## src/rtl/decoder_pkg.sv

```systemverilog
// Shared types, mode constants and the active-low one-hot decode helper for decoder_scan.
package decoder_pkg;

  typedef enum logic [1:0] {
    IDLE       = 2'd0,
    DIRECT     = 2'd1,
    SCAN_ON    = 2'd2,
    SCAN_BLANK = 2'd3
  } dec_state_e;

  localparam logic MODE_DIRECT = 1'b0;
  localparam logic MODE_SCAN   = 1'b1;

  // Widest decode supported; callers truncate to their own output width.
  localparam int MAX_SEL_W = 8;
  localparam int MAX_OUT_W = 256;

  function automatic logic [MAX_OUT_W-1:0] onehot_n(input logic [MAX_SEL_W-1:0] sel);
    logic [MAX_OUT_W-1:0] one_v;
    one_v    = '0;
    one_v[0] = 1'b1;
    return ~(one_v << sel);
  endfunction

endpackage

```

## src/rtl/dec_next_sel.sv

```systemverilog
// Combinational scan advance: next channel index and wrap flag.
// With DECODER_SCAN_SKIP_EN defined, masked channels are skipped and found reports whether any channel is eligible.
module dec_next_sel #(
  parameter int SEL_W = 3
) (
  input  logic [SEL_W-1:0]        sel,
  input  logic [SEL_W-1:0]        last,
`ifdef DECODER_SCAN_SKIP_EN
  input  logic [(1<<SEL_W)-1:0]   skip_mask,
`endif
  output logic [SEL_W-1:0]        next_sel,
  output logic                    wrap,
  output logic                    found
);

`ifdef DECODER_SCAN_SKIP_EN
  logic [SEL_W-1:0] hi_idx_s;
  logic [SEL_W-1:0] lo_idx_s;
  logic             hi_ok_s;
  logic             lo_ok_s;

  // Descending search so the smallest eligible index wins, both above sel and overall
  always_comb begin
    hi_idx_s = '0;
    lo_idx_s = '0;
    hi_ok_s  = 1'b0;
    lo_ok_s  = 1'b0;
    for (int i = (1 << SEL_W) - 1; i >= 0; i--) begin
      if ((SEL_W'(i) <= last) && !skip_mask[i]) begin
        lo_idx_s = SEL_W'(i);
        lo_ok_s  = 1'b1;
        if (SEL_W'(i) > sel) begin
          hi_idx_s = SEL_W'(i);
          hi_ok_s  = 1'b1;
        end else begin
          hi_idx_s = hi_idx_s;
        end
      end else begin
        lo_ok_s = lo_ok_s;
      end
    end
  end

  // Prefer the next index above sel; falling back to the lowest one is a wrap
  always_comb begin
    if (hi_ok_s) begin
      next_sel = hi_idx_s;
      wrap     = 1'b0;
      found    = 1'b1;
    end else if (lo_ok_s) begin
      next_sel = lo_idx_s;
      wrap     = 1'b1;
      found    = 1'b1;
    end else begin
      next_sel = sel;
      wrap     = 1'b0;
      found    = 1'b0;
    end
  end
`else
  // Plain increment, wrapping once sel reaches or passes last
  always_comb begin
    found = 1'b1;
    if (sel >= last) begin
      next_sel = '0;
      wrap     = 1'b1;
    end else begin
      next_sel = sel + SEL_W'(1);
      wrap     = 1'b0;
    end
  end
`endif

endmodule

```

## src/rtl/decoder_scan.sv

```systemverilog
// Registered, parametrised active-low decoder with direct-load and autonomous scan modes.
// Optional DECODER_SCAN_SKIP_EN adds skip_mask_i to leave channels out of the scan.
module decoder_scan
  import decoder_pkg::*;
#(
  parameter int  SEL_W     = 3,
  parameter int  DWELL_W   = 8,
  parameter int  BLANK_CYC = 1,
  localparam int OUT_W     = 1 << SEL_W
) (
  input  logic               clk_i,
  input  logic               rst_i,
  input  logic               g1_en_i,
  input  logic               g2a_en_n_i,
  input  logic               g2b_en_n_i,
  input  logic               mode_i,
  input  logic [SEL_W-1:0]   sel_i,
  input  logic               sel_load_i,
  input  logic [DWELL_W-1:0] dwell_i,
  input  logic [SEL_W-1:0]   last_i,
`ifdef DECODER_SCAN_SKIP_EN
  input  logic [OUT_W-1:0]   skip_mask_i,
`endif
  output logic [OUT_W-1:0]   yn_o,
  output logic [SEL_W-1:0]   cur_sel_o,
  output logic               wrap_o
);

  localparam int BLANK_W = (BLANK_CYC > 1) ? $clog2(BLANK_CYC) : 1;

  dec_state_e         state_r, state_s;
  logic [SEL_W-1:0]   sel_r, sel_s;
  logic [DWELL_W-1:0] dwell_r, dwell_s;
  logic [BLANK_W-1:0] blank_r, blank_s;
  logic [OUT_W-1:0]   yn_r, yn_s;
  logic               wrap_r, wrap_s;
  logic               en_s;
  logic               blank_done_s;
  logic [SEL_W-1:0]   adv_sel_s;
  logic               adv_wrap_s;
  logic               adv_found_s;

  assign en_s         = g1_en_i & ~g2a_en_n_i & ~g2b_en_n_i;
  assign blank_done_s = (BLANK_CYC < 32'sd1) || ((int'(blank_r) + 32'sd1) >= BLANK_CYC);

  dec_next_sel #(
    .SEL_W     (SEL_W)
  ) u_next_sel (
    .sel       (sel_r),
    .last      (last_i),
`ifdef DECODER_SCAN_SKIP_EN
    .skip_mask (skip_mask_i),
`endif
    .next_sel  (adv_sel_s),
    .wrap      (adv_wrap_s),
    .found     (adv_found_s)
  );

  // Next-state, next-select and counter logic
  always_comb begin
    state_s = state_r;
    sel_s   = sel_r;
    dwell_s = dwell_r;
    blank_s = blank_r;
    wrap_s  = 1'b0;
    if (!en_s) begin
      state_s = IDLE;
      dwell_s = '0;
      blank_s = '0;
    end else begin
      case (state_r)
        IDLE, DIRECT: begin
          if (mode_i == MODE_SCAN) begin
            state_s = SCAN_ON;
            sel_s   = '0;
            dwell_s = '0;
            blank_s = '0;
          end else begin
            state_s = DIRECT;
            sel_s   = ((state_r == DIRECT) && sel_load_i) ? sel_i : sel_r;
          end
        end
        SCAN_ON: begin
          if (mode_i == MODE_DIRECT) begin
            state_s = DIRECT;
          end else if (dwell_r >= dwell_i) begin
            dwell_s = '0;
            // With no blanking the advance happens here; an empty scan set still parks in blank
            if (BLANK_CYC > 0) begin
              state_s = SCAN_BLANK;
              blank_s = '0;
            end else if (adv_found_s) begin
              sel_s  = adv_sel_s;
              wrap_s = adv_wrap_s;
            end else begin
              state_s = SCAN_BLANK;
              blank_s = '0;
            end
          end else begin
            dwell_s = dwell_r + DWELL_W'(1);
          end
        end
        SCAN_BLANK: begin
          if (mode_i == MODE_DIRECT) begin
            state_s = DIRECT;
            blank_s = '0;
          end else if (blank_done_s) begin
            if (adv_found_s) begin
              state_s = SCAN_ON;
              sel_s   = adv_sel_s;
              wrap_s  = adv_wrap_s;
              blank_s = '0;
              dwell_s = '0;
            end else begin
              state_s = SCAN_BLANK;
            end
          end else begin
            blank_s = blank_r + BLANK_W'(1);
          end
        end
        default: begin
          state_s = IDLE;
        end
      endcase
    end
  end

  // Output decode from the next state so outputs line up with the registered state
  always_comb begin
    if ((state_s == DIRECT) || (state_s == SCAN_ON)) begin
      yn_s = OUT_W'(onehot_n(MAX_SEL_W'(sel_s)));
    end else begin
      yn_s = '1;
    end
  end

  // State and output registers with synchronous reset
  always_ff @(posedge clk_i) begin
    if (rst_i) begin
      state_r <= IDLE;
      sel_r   <= '0;
      dwell_r <= '0;
      blank_r <= '0;
      yn_r    <= '1;
      wrap_r  <= 1'b0;
    end else begin
      state_r <= state_s;
      sel_r   <= sel_s;
      dwell_r <= dwell_s;
      blank_r <= blank_s;
      yn_r    <= yn_s;
      wrap_r  <= wrap_s;
    end
  end

  assign yn_o      = yn_r;
  assign cur_sel_o = sel_r;
  assign wrap_o    = wrap_r;

endmodule
```

## config.mk

```make
export PLATFORM = sky130hd
export DESIGN_NAME = decoder_scan
export DESIGN_NICKNAME = d
export VERILOG_FILES = /design/src/rtl/decoder_pkg.sv /design/src/rtl/dec_next_sel.sv /design/src/rtl/decoder_scan.sv
export SDC_FILE = /design/constraint.sdc
export NUM_CORES = 1
export LEC_CHECK = 0
export ABC_CLOCK_PERIOD_IN_PS = 5350
export CORE_UTILIZATION = 46
export CTS_BUF_LIST = sky130_fd_sc_hd__clkbuf_4 sky130_fd_sc_hd__clkbuf_8
export DETAILED_ROUTE_END_ITERATION = 8
export PLACE_DENSITY = 0.75
export SYNTH_ARGS = -nofsm -noshare
export SYNTH_HDL_FRONTEND = slang
export SYNTH_SLANG_ARGS = --single-unit
```

## constraint.sdc

```tcl
create_clock -name clk_i -period 5.35 [get_ports clk_i]
set_input_delay 1.3375 -clock clk_i [delete_from_list [all_inputs] [get_ports clk_i]]
set_output_delay 1.3375 -clock clk_i [all_outputs]
set_load 0.005 [all_outputs]
```

# Yosys cells after proc, flatten, opt, wreduce, memory -nomap -nowiden

Index checks and enable logic that the tools add are counted.

Add/sub/neg operators: 4
$lt $le $gt $ge: 3
Equality and inequality tests: 10
Shift-type cells: 1
Multiplexer cells: 27
Bitwise gates (word level): 10
Reduce and logical (&&, ||, !) cells: 9

Operators with widths:

| operator              | count |
|---|---|
| $mux W8               | 5 |
| $pmux W8 S3           | 1 |
| $mux W3               | 6 |
| $mux W2               | 6 |
| $ne A2 B2 Y1 const B  | 5 |
| $pmux W3 S3           | 1 |
| $add A8 B1 Y8 const B | 1 |
| $ge A8 B8 Y1          | 1 |
| $not A8 Y8            | 1 |
| $shl A1 B3 Y8 const A | 1 |
| $not A1 Y1            | 7 |
| $eq A2 B2 Y1 const B  | 3 |
| $mux W1               | 6 |
| $pmux W2 S3           | 1 |
| $reduce_or A2 Y1      | 3 |
| $reduce_or A5 Y1      | 1 |
| $eq A2 B1 Y1 const B  | 2 |
| $reduce_and A4 Y1     | 1 |
| $add A3 B1 Y3 const B | 1 |
| $ge A3 B3 Y1          | 1 |
| $pmux W1 S3           | 1 |
| $reduce_and A3 Y1     | 1 |
| $add A1 B1 Y2 const B | 1 |
| $and A1 B1 Y1         | 2 |
| 5 further kinds       | 5 |

Flip-flop bits (word level): 23
Input port bits: 21
Word-level logic and storage cells: 70

# Logic depth before layout (Yosys ltp)

Depth after elaboration: 10
Depth in mapped cells: 8
Gate-level depth less buffers: 7

# Modules after synthesis

Synthesis repeated with hierarchy kept, for this count alone.

Cell total of the unflattened synthesis: 164
Area, all modules: 1401.3 sq um

By module, submodules not included:

| module       | instances | cells an instance | area an instance (sq um) | sequential area each (sq um) |
|---|---|---|---|---|
| decoder_scan | 1         | 147               | 1267.5                   | 440.4 |
| dec_next_sel | 1         | 17                | 133.9                    | 0.0 |

# Least setup slack after synthesis

Ideal clock, no wire load.

Kind: input -> register
Start point: input port dwell_i[6]
End point: register dwell_r[5]
Library setup time: 0.058 ns
Data arrival time: 3.099 ns
Setup slack: 2.193 ns
Stages on the path: 8
Buffers on the path: 1
Path through: inv_1 -> ha_1 -> a21o_1 -> a221o_1 -> or3_1 -> buf_6 -> o311ai_2 -> o21a_1

Cells in the longest elaborated chain, start to end: 4

Ends and longest elaborated chain:

| item                 | RTL line            | text |
|---|---|---|
| from (decl)          | decoder_scan.sv:19  | `input logic [DWELL_W-1:0] dwell_i,` |
| $ge A8 B8 Y1         | decoder_scan.sv:86  | `end else if (dwell_r >= dwell_i) begin` |
| $mux W8              | decoder_scan.sv:86  |  |
| $mux W8              | decoder_scan.sv:84  | `if (mode_i == MODE_DIRECT) begin` |
| $pmux W8 S3          | decoder_scan.sv:71  | `case (state_r)` |
| to (signal assigned) | decoder_scan.sv:149 | `dwell_r <= dwell_s;` |
| to (decl)            | decoder_scan.sv:33  | `logic [DWELL_W-1:0] dwell_r, dwell_s;` |

Every way passes these cells. The select of a mux whose other input is x is not followed.
A chain may end at the register's enable or synchronous reset.

# Worst setup path in the final report

Start point: input port dwell_i[0]
End point: register yn_r[7] (netlist: yn_o[7])

Cells in the longest elaborated chain, start to end: 9
Elaborated cells on any way between the ends: 10

Ends and longest elaborated chain:

| item                                         | RTL line            | text |
|---|---|---|
| $ge A8 B8 Y1 *                               | decoder_scan.sv:86  |  |
| $mux W2 *                                    | decoder_scan.sv:86  |  |
| $mux W2 *                                    | decoder_scan.sv:84  |  |
| $pmux W2 S3 *                                | decoder_scan.sv:71  |  |
| $mux W2 *                                    | decoder_scan.sv:66  | `if (!en_s) begin` |
| $eq A2 B1 Y1 or $eq A2 B2 Y1 (tied branches) | decoder_scan.sv:130 | `if ((state_s == DIRECT) \|\| (state_s == SCAN_ON)) begin` |
| $logic_or A1 B1 Y1 *                         | decoder_scan.sv:130 |  |
| $not A1 Y1 (no source line) *                | --                  |  |
| $reduce_or A2 Y1 (no source line) *          | --                  |  |
| to (signal assigned)                         | decoder_scan.sv:151 | `yn_r <= yn_s;` |
| to (decl)                                    | decoder_scan.sv:35  | `logic [OUT_W-1:0] yn_r, yn_s;` |

Mark *: on every way between the ends. The rest lies on a longest branch, timed or not.

==> metrics <==
fmax=0.284 GHz; clk_lat worst skew=0.30 ns; DP HPWL=2220 um; Syn Area/Cell=around 9.5 sq um; Post-DRT Antenna Nets=0; Worst R2R Setup Slack=roughly 2.8 ns; number of synthesized flops with an enable pin=0; Initial Util=0.485; share of cells above drive strength 1=0.0800; I/O Buffers=32; worst rel slew slack=0.608; VDD IR max=about 0.17 mV; post-route cell area=~1700 sq um; largest net degree at the start of global routing=15; DRC violations left=0; Final nets=between 200 and 250; total of warnings raised by yosys=0; Placed Instances=roughly 200; I/O Pins=33; leak pwr=around 0.68 nW; CP Max Fanout=13; pwr dens=187 nW/um^2; Iter 0 DRT Violations=34; worst min path class=flop to flop; per-cell routed wire length=13.7 um; Vias/cell=about 5.7; crit path time final=around 3.5 ns; area post-placement=~1700 sq um; first-pass GRT wire length=4970 um; die area=around 3100 sq um; skew final=0.00130 ns; Final Slew Violations=0; unrepaired setup endpoints after global routing=false; Die H=around 56 um; # clock sinks=22; GRT overflow=0; vias in the first global route=about 1100; worst slew pin tran=around 0.59 ns; Setup Viol. Count Final=0; Pre-antenna DRT Iters=4; initial antenna violation count=0; Final period util=0.657; total negative setup slack=0 ns; syn_nets=175; post-CTS sizing=0; hold slack=about 0.55 ns; most frequent cells in the layout=32 x clkdlybuf4s50_1, 22 x dfxtp_1, 13 x ha_1; crit path DAT=between 3 and 4 ns; category of the worst setup path launch point=input port; Crit. End Element=flop; CTS tree=done; # hold bufs at CTS=0; Req. time, crit path=around 5.5 ns; clock tree buffer depth=2; commonest non-fill, non-tap cell in the layout=clkdlybuf4s50_1; Post-Syn Area=approximately 1300 sq um; Area Growth Syn to Fin=30.0%; Rows=19; Synth Register Bits=22; status=complete, no violations; synth unique cells=43; routed wire length=between 2000 and 3000 um; Cells after Synth=141; Non-Filler Instances=~210; H-tree Lvls=1; core area=2760 sq um; sequential fraction of the synthesis area=0.330; # diodes=0; Inserted Clock Buffers=3; asr flop ratio synth=0; Die Wd=roughly 56 um; GP Congestion=slightly above 0.8; gr usage total=0.199; WS Path Type=input port to flop; CTS root buffer=clkbuf_4; CTS clk-pin slew, worst paths=around 0.12 ns; max-cap violations=0; total number of vias=between 1000 and 1500; final count of hold timing violations=0; Synth Flop Type=dfxtp_1; Post-CTS Setup Inserts=0
synthesized netlist by cell type (all sizes together), types with 2 or more instances:
master / number / share of area
nand3: 6 / 0.022
a21oi: 3 / 0.011
nor3: 2 / 0.0075
dfxtp: 22 / 0.33
nand2b: 3 / 0.022
nand4: 2 / 0.0094
nor2b: 2 / 0.0094
clkbuf: 2 / 0.0056
a21o: 2 / 0.011
nor3b: 4 / 0.022
nand4bb: 3 / 0.025
xnor2: 2 / 0.013
o21a: 5 / 0.028
nand4b: 4 / 0.026
o31ai: 2 / 0.022
nand2: 9 / 0.025
o21ai: 4 / 0.015
ha: 13 / 0.12
nor2: 11 / 0.031
inv: 12 / 0.034
o311ai: 3 / 0.037
and3: 5 / 0.023
or3: 2 / 0.0094
a22o: 2 / 0.013
layout make-up:
type / instances / area, sq um
inverter: 12 / 45.0
clock inverter: 1 / 30.0
clock buffer: 3 / 22.5
multi-input combinational: 104 / 832
fill: 230 / 1020
sequential: 22 / 440
tap: 31 / 38.8
timing repair buffer: 33 / 328
kinds of logic (layout without fill, tap and decap cells):
family / after synthesis / in the layout / share of synthesized area
compound gates: 29 / 29 / 0.205
xor+xnor: 2 / 2 / 0.0131
fa+ha+maj: 13 / 13 / 0.122
buf+inv: 15 / 49 / 0.0478
flops: 22 / 22 / 0.330
simple gates: 60 / 60 / 0.283
report_power, final:
group / switching, mW / internal (mW) / leakage (nW)
Clock: 0.0499 / 0.0757 / 0.0279
Sequential: 0.000538 / 0.164 / 0.178
Combinational: 0.0130 / 0.0210 / 0.477
Total: 0.0634 / 0.261 / 0.682
state kept, by name (all words and copies together) (netlist names):
| signal | count |
|---|---|
| dwell_r | 8 |
| yn_o | 8 |
| cur_sel_o | 3 |
| state_r | 2 |
| wrap_o | 1 |
path summary, 6_finish.rpt:
check / startpoint / endpoint / cells past startpoint
max: dwell_i[0] / yn_o[7] / 8
max reg2reg: dwell_r[0] / yn_o[7] / 8
min: dwell_r[7] / dwell_r[7] / 1
min reg2reg: dwell_r[7] / dwell_r[7] / 1
worst max-delay path: stages:
cell and delay [ns]:
clkdlybuf4s50_1 0.41, ha_1 0.29, nand2b_4 0.15, a2111oi_4 0.36, nor4_2 0.09, buf_4 0.20, o31ai_4 0.39, or4b_1 0.48
through the flow:
step / worst slack (ns) / total power, mW / util
after global routing: 1.73 / 0.340 / 0.630
after CTS: 1.84 / 0.330 / 0.630
after global placement: 1.60 / 0.201 / 0.611
after detailed placement: 1.51 / 0.203 / 0.611
final: 1.83 / 0.324 / 0.630
after floorplan: 2.19 / 0.183 / -
routing by layer:
metal	global-route usage	wire length (um)	part of all wire
met4	0.0801	16	0.0057
met5	0	0	0
met2	0.324	1380	0.49
met1	0.264	1350	0.48
met3	0.0326	80	0.028
(Power assumes the default switching activity.)
